### config.mk
export PLATFORM = sky130hd
export DESIGN_NAME = uart_rx
export DESIGN_NICKNAME = d
export VERILOG_FILES = /design/src/rtl/uart_rx.sv
export SDC_FILE = /design/constraint.sdc
export NUM_CORES = 1
export LEC_CHECK = 0
export ABC_AREA = 1
export CORE_MARGIN = 5
export CORE_UTILIZATION = 63
export DETAILED_ROUTE_END_ITERATION = 8
export PLACE_DENSITY = 0.86
export SYNTH_ARGS = -nofsm -noshare
export SYNTH_HDL_FRONTEND = slang
export SYNTH_SLANG_ARGS = --single-unit
### constraint.sdc
create_clock -name clk -period 4.6 [get_ports clk]
set_input_delay 0.46 -clock clk [delete_from_list [all_inputs] [get_ports clk]]
set_output_delay 0.46 -clock clk [all_outputs]
set_load 0.01 [all_outputs]
### src/rtl/uart_rx.sv
// 8N1 UART receiver with 16x oversampling and a valid/ready holding register.
// Define UART_RX_PARITY_EN to add an even-parity bit between the data and stop bits.
module uart_rx #(
  parameter int DIV9600  = 326,
  parameter int DIV19200 = 163,
  parameter int DIV38400 = 81,
  parameter int DIV57600 = 54
) (
  input  logic       clk,
  input  logic       rst_n,
  input  logic [1:0] select,
  input  logic       rx,
  output logic [7:0] rx_data,
  output logic       rx_valid,
  input  logic       rx_ready,
  output logic       framing_err,
  output logic       overrun_err,
  output logic       parity_err
);

  // The 9600 divider is the largest, so it sizes the tick counter.
  localparam int DIV_W = $clog2(DIV9600 + 1);

  typedef enum logic [2:0] {
    IDLE  = 3'd0,
    START = 3'd1,
    DATA  = 3'd2,
    STOP  = 3'd3
`ifdef UART_RX_PARITY_EN
    , PARITY = 3'd4
`endif
  } state_t;

  state_t           state_reg;
  logic             rx_meta_reg;
  logic             rx_s;
  logic             rx_prev_reg;
  logic [DIV_W-1:0] div_reg;
  logic [DIV_W-1:0] div_sel;
  logic [DIV_W-1:0] tick_cnt_reg;
  logic             tick;
  logic             start_edge;
  logic [3:0]       sample_cnt_reg;
  logic [2:0]       bit_idx_reg;
  logic [7:0]       shift_reg;
`ifdef UART_RX_PARITY_EN
  logic             par_bit_reg;
`endif

  // Synchronizer flops power up as an idle (high) line.
  always_ff @(posedge clk or negedge rst_n) begin
    if (!rst_n) begin
      rx_meta_reg <= 1'b1;
      rx_s        <= 1'b1;
      rx_prev_reg <= 1'b1;
    end else begin
      rx_meta_reg <= rx;
      rx_s        <= rx_meta_reg;
      rx_prev_reg <= rx_s;
    end
  end

  // A start is only a falling edge, so a held-low line cannot retrigger.
  assign start_edge = (state_reg == IDLE) && rx_prev_reg && !rx_s;

  always_comb begin
    div_sel = DIV_W'(DIV9600);
    case (select)
      2'b00:   div_sel = DIV_W'(DIV9600);
      2'b01:   div_sel = DIV_W'(DIV19200);
      2'b10:   div_sel = DIV_W'(DIV38400);
      default: div_sel = DIV_W'(DIV57600);
    endcase
  end

  assign tick = (state_reg != IDLE) && (tick_cnt_reg == div_reg - DIV_W'(1));

  always_ff @(posedge clk or negedge rst_n) begin
    if (!rst_n) begin
      tick_cnt_reg <= '0;
      div_reg      <= DIV_W'(DIV9600);
    end else if (start_edge) begin
      tick_cnt_reg <= '0;
      div_reg      <= div_sel;
    end else if (state_reg == IDLE || tick) begin
      tick_cnt_reg <= '0;
    end else begin
      tick_cnt_reg <= tick_cnt_reg + DIV_W'(1);
    end
  end

  always_ff @(posedge clk or negedge rst_n) begin
    if (!rst_n) begin
      state_reg      <= IDLE;
      sample_cnt_reg <= '0;
      bit_idx_reg    <= '0;
      shift_reg      <= '0;
      rx_data        <= '0;
      rx_valid       <= 1'b0;
      framing_err    <= 1'b0;
      overrun_err    <= 1'b0;
`ifdef UART_RX_PARITY_EN
      par_bit_reg    <= 1'b0;
      parity_err     <= 1'b0;
`endif
    end else begin
      framing_err <= 1'b0;
      overrun_err <= 1'b0;
`ifdef UART_RX_PARITY_EN
      parity_err  <= 1'b0;
`endif
      if (rx_valid && rx_ready)
        rx_valid <= 1'b0;

      case (state_reg)
        IDLE: begin
          if (start_edge) begin
            state_reg      <= START;
            sample_cnt_reg <= '0;
          end
        end

        START: begin
          if (tick) begin
            if (sample_cnt_reg == 4'd7) begin
              sample_cnt_reg <= '0;
              bit_idx_reg    <= '0;
              state_reg      <= rx_s ? IDLE : DATA;
            end else begin
              sample_cnt_reg <= sample_cnt_reg + 4'd1;
            end
          end
        end

        DATA: begin
          if (tick) begin
            sample_cnt_reg <= sample_cnt_reg + 4'd1;
            if (sample_cnt_reg == 4'd15) begin
              shift_reg[bit_idx_reg] <= rx_s;
              bit_idx_reg            <= bit_idx_reg + 3'd1;
              if (bit_idx_reg == 3'd7) begin
`ifdef UART_RX_PARITY_EN
                state_reg <= PARITY;
`else
                state_reg <= STOP;
`endif
              end
            end
          end
        end

`ifdef UART_RX_PARITY_EN
        PARITY: begin
          if (tick) begin
            sample_cnt_reg <= sample_cnt_reg + 4'd1;
            if (sample_cnt_reg == 4'd15) begin
              par_bit_reg <= rx_s;
              state_reg   <= STOP;
            end
          end
        end
`endif

        STOP: begin
          if (tick) begin
            sample_cnt_reg <= sample_cnt_reg + 4'd1;
            if (sample_cnt_reg == 4'd15) begin
              state_reg <= IDLE;
              if (rx_s) begin
                // Overwrite on a full holding register; an accept in this clk is not an overrun.
                rx_data     <= shift_reg;
                rx_valid    <= 1'b1;
                overrun_err <= rx_valid && !rx_ready;
              end else begin
                framing_err <= 1'b1;
              end
`ifdef UART_RX_PARITY_EN
              parity_err <= (^shift_reg) ^ par_bit_reg;
`endif
            end
          end
        end

        default: state_reg <= IDLE;
      endcase
    end
  end

`ifndef UART_RX_PARITY_EN
  assign parity_err = 1'b0;
`endif

endmodule

Word-level counts from Yosys, hierarchy flattened
Cells that the tools add are included.

Muxes and demuxes: 39. Eq/ne operators: 18. $lt $le $gt $ge: 2. Reduce and logical (&&, ||, !) cells: 20. Add/subtract/negate cells: 4.

Operator list (number): $mux W3 (12); $pmux W9 S3 (1); $mux W9 (2); $mux W4 (4); $ne A2 B2 Y1 const B (8); $mux W1 (14); $pmux W3 S4 (1); $pmux W4 S3 (1); $add A9 B1 Y9 const B (1); $eq A9 B9 Y1 (1); $sub A9 B1 Y9 const B (1); $bwmux W8 (1); $reduce_and A4 Y1 (2); $reduce_and A8 Y1 (1); $eq A3 B2 Y1 const B (2); $logic_and A1 B1 Y1 (6); $pmux W3 S2 (1); $reduce_bool A3 Y1 (2); $reduce_and A5 Y1 (1); $add A4 B1 Y4 const B (1); $eq A4 B3 Y1 const B (1); $eq A4 B4 Y1 const B (1); $lt A3 B4 Y1 const B (1); $add A3 B1 Y3 const B (1); 15 further kinds (16).

Output and inout port bits: 12. Register bits: 50. Bits of input ports: 6. Logic and storage cells: 96.

Logic depth before layout (Yosys ltp)
Gate-level depths: netlist (run 1).

Depth after elaboration: 6. Gate-level depth with buffers: 15. Mapped depth without buffers: 15.

Worst setup path after synthesis (run 1)
Ideal clock, no wire load.

Path type: reg2reg. Start: register div_reg[1]. End: register rx_data[0]. Data arrival time: 2217 ps. Setup slack: 2309 ps. Library setup time: 74 ps. Data required time: 4526 ps. Stages on the path, launching flop included: 14. Period minus slack after synthesis: 2291 ps. Path buffers: 1. Cell sequence: dfstp_2 > inv_1 > ha_1 > ha_1 > nand2_1 > clkinv_1 > nor2_1 > nand2_1 > nor2_2 > nand3_2 > nor3_4 > nand4_4 > buf_6 > o21ai_2.

Word-level cells in the longest chain between the ends: 4.

Ends and longest elaborated chain: start: declaration (RTL line 38) `logic [DIV_W-1:0] div_reg;`; start signal: assignment (RTL line 81) `div_reg <= DIV_W'(DIV9600);`; start signal: assignment (RTL line 84) `div_reg <= div_sel;`; $sub A9 B1 Y9 (RTL line 76) `assign tick = (state_reg != IDLE) && (tick_cnt_reg == div_reg - DIV_W'(1));`; $eq A9 B9 Y1 (RTL line 76); $logic_and A1 B1 Y1 (RTL line 76); $reduce_and A4 Y1 (no line); end signal: assignment (RTL line 171) `rx_data <= shift_reg;`; end: declaration (RTL line 13) `output logic [7:0] rx_data,`.

No other way between the ends. A chain may end at the register's enable or synchronous reset.

Final worst setup path (run 1)
Start: register div_reg[1]. End: register rx_data[1].

Same word-level chain as after synthesis.

==> results of run 1 <==
area by class of cell:
class,count,area [µm²]
tap,50,62.56
multi-input combinational,234,1256
clock inverter,2,10.01
clock buffer,6,82.58
sequential,48,1210
timing repair buffer,16,155.1
inverter,55,206.4
fill,339,1104
where the power goes:
group | internal (mW) | switching [mW]
registers | 0.498 | 0.0755
clock network | 0.120 | 0.132
logic | 0.169 | 0.314
cell families (layout without fill, tap and decap cells):
| logic type | after synthesis | after routing |
|---|---|---|
| AND/OR/NAND/NOR | 179 | 179 |
| XOR/XNOR | 12 | 12 |
| AO/OA/AOI/OAI | 31 | 31 |
| adder cells (fa/ha/maj) | 11 | 11 |
| other | 1 | 1 |
| flip-flops | 48 | 48 |
| buffers and inverters | 60 | 79 |
worst max-delay path, stage by stage (launching register included):
cell and delay, ns:
dfstp_2 0.56, inv_1 0.05, ha_1 0.20, ha_1 0.30, nand2_1 0.08, clkinv_1 0.05, nor2_1 0.08, nand2_1 0.09
nor2_2 0.13, nand3_2 0.12, nor3_4 0.30, nand4_4 0.33, nand2_1 0.18, o21ai_2 0.07
routing by layer:
layer,up-vias,global-route usage [%]
met5,-,0
met1,986,25.32
li1,1110,-
met4,0,7.379
met2,47,31.45
met3,9,3.034
worst max-delay path by stage:
stage	from	end	slack (ns)
2_1_floorplan	div_reg[1]	rx_data[0]	2.31
3_3_place_gp	div_reg[1]	rx_data[4]	2.12
3_5_place_dp	div_reg[1]	rx_data[4]	1.97
4_1_cts	div_reg[1]	rx_data[1]	1.94
5_1_grt	div_reg[1]	rx_data[6]	1.68
6_report	div_reg[1]	rx_data[1]	1.94
metrics by stage:
stage               worst slack (ns)  area (µm²)
finish                         1.942        2983
global route                   1.681        2983
CTS                            1.941        2983
detailed placement             1.974        2890
global placement               2.124        2890
floorplan                      2.309        2708
layout by cell type, fill, tap and decap left out:
cell type / synthesis / final
o211ai_1: 1 / 1
dfstp_2: 7 / 7
nand4_1: 11 / 11
nand2_2: 5 / 5
nand4_4: 1 / 1
o22ai_1: 2 / 2
a22oi_1: 1 / 1
nand3_1: 20 / 20
ha_1: 11 / 11
clkinv_1: 3 / 3
o21a_1: 2 / 2
clkdlybuf4s50_1: 0 / 15
conb_1: 1 / 1
clkbuf_8: 0 / 6
nor3_4: 1 / 1
a21oi_1: 5 / 5
xor2_1: 7 / 7
inv_1: 49 / 49
nor2_2: 7 / 7
nand3_2: 2 / 2
inv_2: 3 / 3
xnor2_1: 5 / 5
nand2_1: 88 / 88
buf_2: 1 / 1
nor3b_1: 2 / 2
nor2_1: 36 / 36
clkinv_2: 0 / 2
o21ai_2: 8 / 8
nor3_1: 6 / 6
dfrtp_1: 41 / 41
o21ai_0: 12 / 12
==> metrics.csv, run 1 <==
metric,value,unit
async_reset_ff_share,100.0,%
dominantRegCellSynth,dfrtp_1,
slew_viol_final,0,
htree_levels,2,
synth_mux_area_share,0,%
routed-wl-met3,181,µm
synth_top_family_by_area,simple AND/OR/NAND/NOR gates,
drt_iter0_markers,149,
layout.nets,377,
dp_hpwl,3.728,mm
tns,0,ns
rr_worst_depth,13,
reg2reg_slack,1.94,ns
synth_largest_area_cell,dfrtp_1,
port_buffers,16,
synthAdderAreaFrac,5.083,%
stdcell_count,411,
initial_core_util,66.26,%
yosys_warnings,0,
synth_top_area_share,37.89,%
syn-num-nets,359,
gr-usage-all-layers,19.08,%
synth.top_cells.by_count,"nand2_1 (88), inv_1 (49), dfrtp_1 (41)",
post_cts_buffers,0,
drtAntennaViolNets,0,
drive_gt1_share,11.91,%
die_w,75.56,µm
cp_data_arrival_time,2.84,ns
routedLengthMet1,2.357,mm
grt_max_degree,49,
rows,23,
route.top_layer_used,met4,
vias,2152,
rsz0062_at_grt,no,
max_freq,376.2,MHz
setup_viol,0,
clock_path_buffers,2,
grt_pass1_wl,8.355,mm
vias_per_cell,5.236,
synth_cells,342,
clockRootBuffer,clkbuf_8,
p_total,1.309,mW
synth_area_leaders,"dfrtp_1 (38%), nand2_1 (12%), dfstp_2 (6.8%), inv_1 (6.8%), ha_1 (5.1%)",
die_height,75.56,µm
die-area,5709,µm²
yosysMostFrequentCell,nand2_1,
ir_worst_vdd,0.3134,mV
outcome,completed,
largest_reg_flops,9,
synth_compound_area_share,7.301,%
slew_headroom,32.43,%
cts_tree,done,
synth_seq_cells,48,
dp_cells,403,
area_growth,10.17,%
gp_congestion,0.8176,
finalCritPeriodShare,57.78,%
p_leak,1.477,nW
drc,0,
hold_violations,0,
maxCapViolCount,0,
p_per_area,438.9,nW/µm²
synth_edf_count,0,
cts_buffers,5,
grt_pass1_vias,1995,
core,4086,µm²
syn_avg_cell_area,7.917,µm²
cts-resized-gates,0,
fin_util,72.99,%
worstPathRequired,4.78,ns
fin_crit,2.658,ns
ys_types,31,
reg2reg_from,div_reg[1],
reg2reg_to,rx_data[1],
hp-class,input pin to asynchronous set/reset pin,
clkLatencyLatePin,0.30,ns
synthXorXnorAreaFrac,3.882,%
skew,0.006568,ns
cts_sinks,48,
hold_ws,0.3381,ns
antenna_found_initial,0,
wl_met2,2.229,mm
path_clk_slew,0.08,ns
io_pins,18,
critPathMaxFanout,18,
wl,4.856,mm
grt-ovfl-total,0,
worst_setup_path_start_kind,register,
drt-pass1-iter-count,6,
yosysSeqAreaShare,44.69,%
worst_pin_slew,1.014,ns
end_kind,register,
wl_per_cell,11.82,µm
num_antenna_cells,0,
synth-simple-area-share,29.99,%
postCtsHoldBufs,0,
crit_type,register to register,
synth_area,2708,µm²
No activity file was read; power rests on OpenSTA's default activity.
==> inputs of run 2 (changes only) <==
CORE_UTILIZATION = 53   (was 63)
PLACE_DENSITY = 0.78   (was 0.86)
clock period = 2.2 ns   (was 4.6 ns; I/O delays follow)
==> run 2 against run 1 <==
- the flow now finishes with violations (negative setup slack)
- sequential cell count stayed put
- total power grew 140%
- first-iteration DRC count down 42%
- maximum frequency is 15% higher
- clock-buffer cell count stayed put
- critical path type unchanged
- largest power group is now combinational logic
==> metrics.csv, run 2 (same netlist as run 1, synthesis figures left out) <==
metric,value,unit,change
largest_reg_flops,9,,unchanged
share_seq_of_total_power,38.4,%,-5.4 points
setup_viol,27,,+27
layout_setup_ws,-0.1202,ns,-2.062 ns
grt_pass1_vias,2065,,+3.5%
htree_levels,2,,unchanged
violations,negative setup slack,,
cts_tree,done,,
power.share.clock,21.3,%,+2.1 points
p_leak,1.572,nW,+6.5%
path_clk_slew,0.09,ns,about the same
end_kind,register,,
max_freq,431.0,MHz,+15%
drt-pass1-iter-count,4,,-2
wl,5.186,mm,+6.8%
clock_path_buffers,2,,unchanged
rsz0062_at_grt,yes,,
die-area,6638,µm²,+16%
drtAntennaViolNets,0,,unchanged
io_pins,18,,unchanged
clkLatencyLatePin,0.30,ns,about the same
n_fill_cell,425,,+25%
skew,0.01188,ns,+0.005313 ns
grt_max_degree,31,,-37%
critPathMaxFanout,18,,unchanged
drc,0,,unchanged
p_total,3.113,mW,+140%
p_per_area,955.9,nW/µm²,+120%
mostFrequentLayoutCells,"nand2_1 (79), inv_1 (48), dfrtp_1 (41), nor2_1 (34), nand3_1 (16)",,
initial_core_util,53.70,%,-13 points
layout.nets,391,,+3.7%
fin_crit,2.320,ns,-0.3378 ns
cts_buffers,5,,unchanged
multi_input_area,1339,µm²,+6.6%
outcome,finished with violations,,
crit_type,register to register,,
slew_viol_final,0,,unchanged
grt_pass1_wl,9.073,mm,+8.6%
rows,26,,+13%
hp-class,input pin to register,,
gp_congestion,0.8307,,+1.6%
drive_gt1_share,20.53,%,+8.6 points
vias,2208,,+2.6%
tns,-1.367,ns,-1.367 ns
num_antenna_cells,0,,unchanged
cp_data_arrival_time,2.51,ns,-0.33 ns
worst_setup_path_start_kind,register,,
antenna_found_initial,0,,unchanged
worst_pin_slew,0.6540,ns,-0.3596 ns
switching_share,38.25,%,-1.6 points
preCtsSetupSlack,-0.1259,ns,-2.100 ns
vias_per_cell,4.962,,-5.2%
p_int,1.922,mW,+140%
slew_headroom,56.40,%,+24 points
drt_iter0_markers,86,,-42%
die_w,81.48,µm,+7.8%
finalCritPeriodShare,105.5,%,+48 points
clockRootBuffer,clkbuf_8,,
final-seq-area,1210,µm²,unchanged
maxCapViolCount,0,,unchanged
p_switching,1.191,mW,+130%
port_buffers,16,,unchanged
cts_sinks,48,,unchanged
pwr-share-comb,40.3,%,+3.4 points
gr-usage-all-layers,17.58,%,-1.5 points
dp_hpwl,3.822,mm,+2.5%
grt-ovfl-total,0,,unchanged
wl_per_cell,11.65,µm,-1.4%
worstPathRequired,2.39,ns,-2.39 ns
hold_violations,0,,unchanged
core,5042,µm²,+23%
area_growth,20.29,%,
final_common_cell,nand2_1,,
ir_worst_vdd,0.6669,mV,+110%
die_height,81.48,µm,+7.8%
-- run 2: changes by cell type in the layout (fill, tap and decap cells not counted), sizes merged --
cell,change
buf,+13
clkinv,-1
bufinv,+1
dlygate4sd3,+1
-- run 2: final cells by class --
type / count / share of cell area (%)
clock buffer: 6 / 2.536
clock inverter: 2 / 1.191
inverter: 55 / 6.377
multi-input combinational: 234 / 41.11
sequential: 48 / 37.15
tap: 70 / 2.689
timing repair buffer: 30 / 8.951
-- run 2: final timing paths --
check                             from         endpoint  slack (ns)  depth (start not counted)
setup / recovery            div_reg[1]       rx_data[1]       -0.12                         14
hold / removal                      rx      rx_meta_reg        0.31                          1
setup reg to reg            div_reg[1]       rx_data[1]       -0.12                         14
hold reg to reg            rx_meta_reg             rx_s        0.36                          0
max in group asynchronous        rst_n       rx_data[1]        1.13                          3
min in group asynchronous        rst_n  tick_cnt_reg[0]        0.47                          2
-- run 2: repair_timing --
action,in CTS,in global routing
setup buffers,1,2
endpoints found under the hold margin,21,0
endpoints found under the setup margin,32,36
resized for setup,7,14
hold buffers,1,0
pin swaps,3,20
-- run 2: worst max-delay path, cell delays in order (launching register included) --
cell and delay, ns:
dfstp_2 0.55, inv_2 0.04, ha_4 0.16, ha_4 0.23
nand2_2 0.07, clkinv_2 0.04, nor2_1 0.09, nand2_1 0.09
nor2_2 0.15, nand3_2 0.12, nor3_4 0.22, nand4_4 0.14
buf_12 0.19, nand2_2 0.07, o21ai_2 0.05
-- run 2: per-stage QoR --
| step | utilization [%] | instance area (µm²) | std cells | hold slack (ns) |
|---|---|---|---|---|
| CTS | 63.35 | 3194 | 443 | 0.3074 |
| global placement | 60.30 | 3040 | 433 | 0.2877 |
| detailed placement | 60.30 | 3040 | 433 | 0.2908 |
| global route | 64.59 | 3257 | 445 | 0.3091 |
| finish | 64.59 | 3257 | 445 | 0.3090 |
| floorplan | - | 2733 | 342 | -0.07559 |
-- run 2: power groups by stage --
stage | registers, mW | logic [mW] | clock network (mW)
2_1_floorplan | 1.17 | 0.860 | 0
5_1_grt | 1.23 | 1.42 | 0.714
6_report | 1.20 | 1.25 | 0.663
4_1_cts | 1.19 | 1.18 | 0.675
3_5_place_dp | 1.20 | 1.15 | 0
3_3_place_gp | 1.20 | 1.12 | 0
-- run 2: layer usage --
metal  vias up  wire length (µm)  global-route usage [%]
met5         -                 0                       0
met4         0                48                   4.730
met3         6               211                   3.728
met2        42              2578                   30.54
met1      1029              2347                   22.12
li1       1131                 -                       -
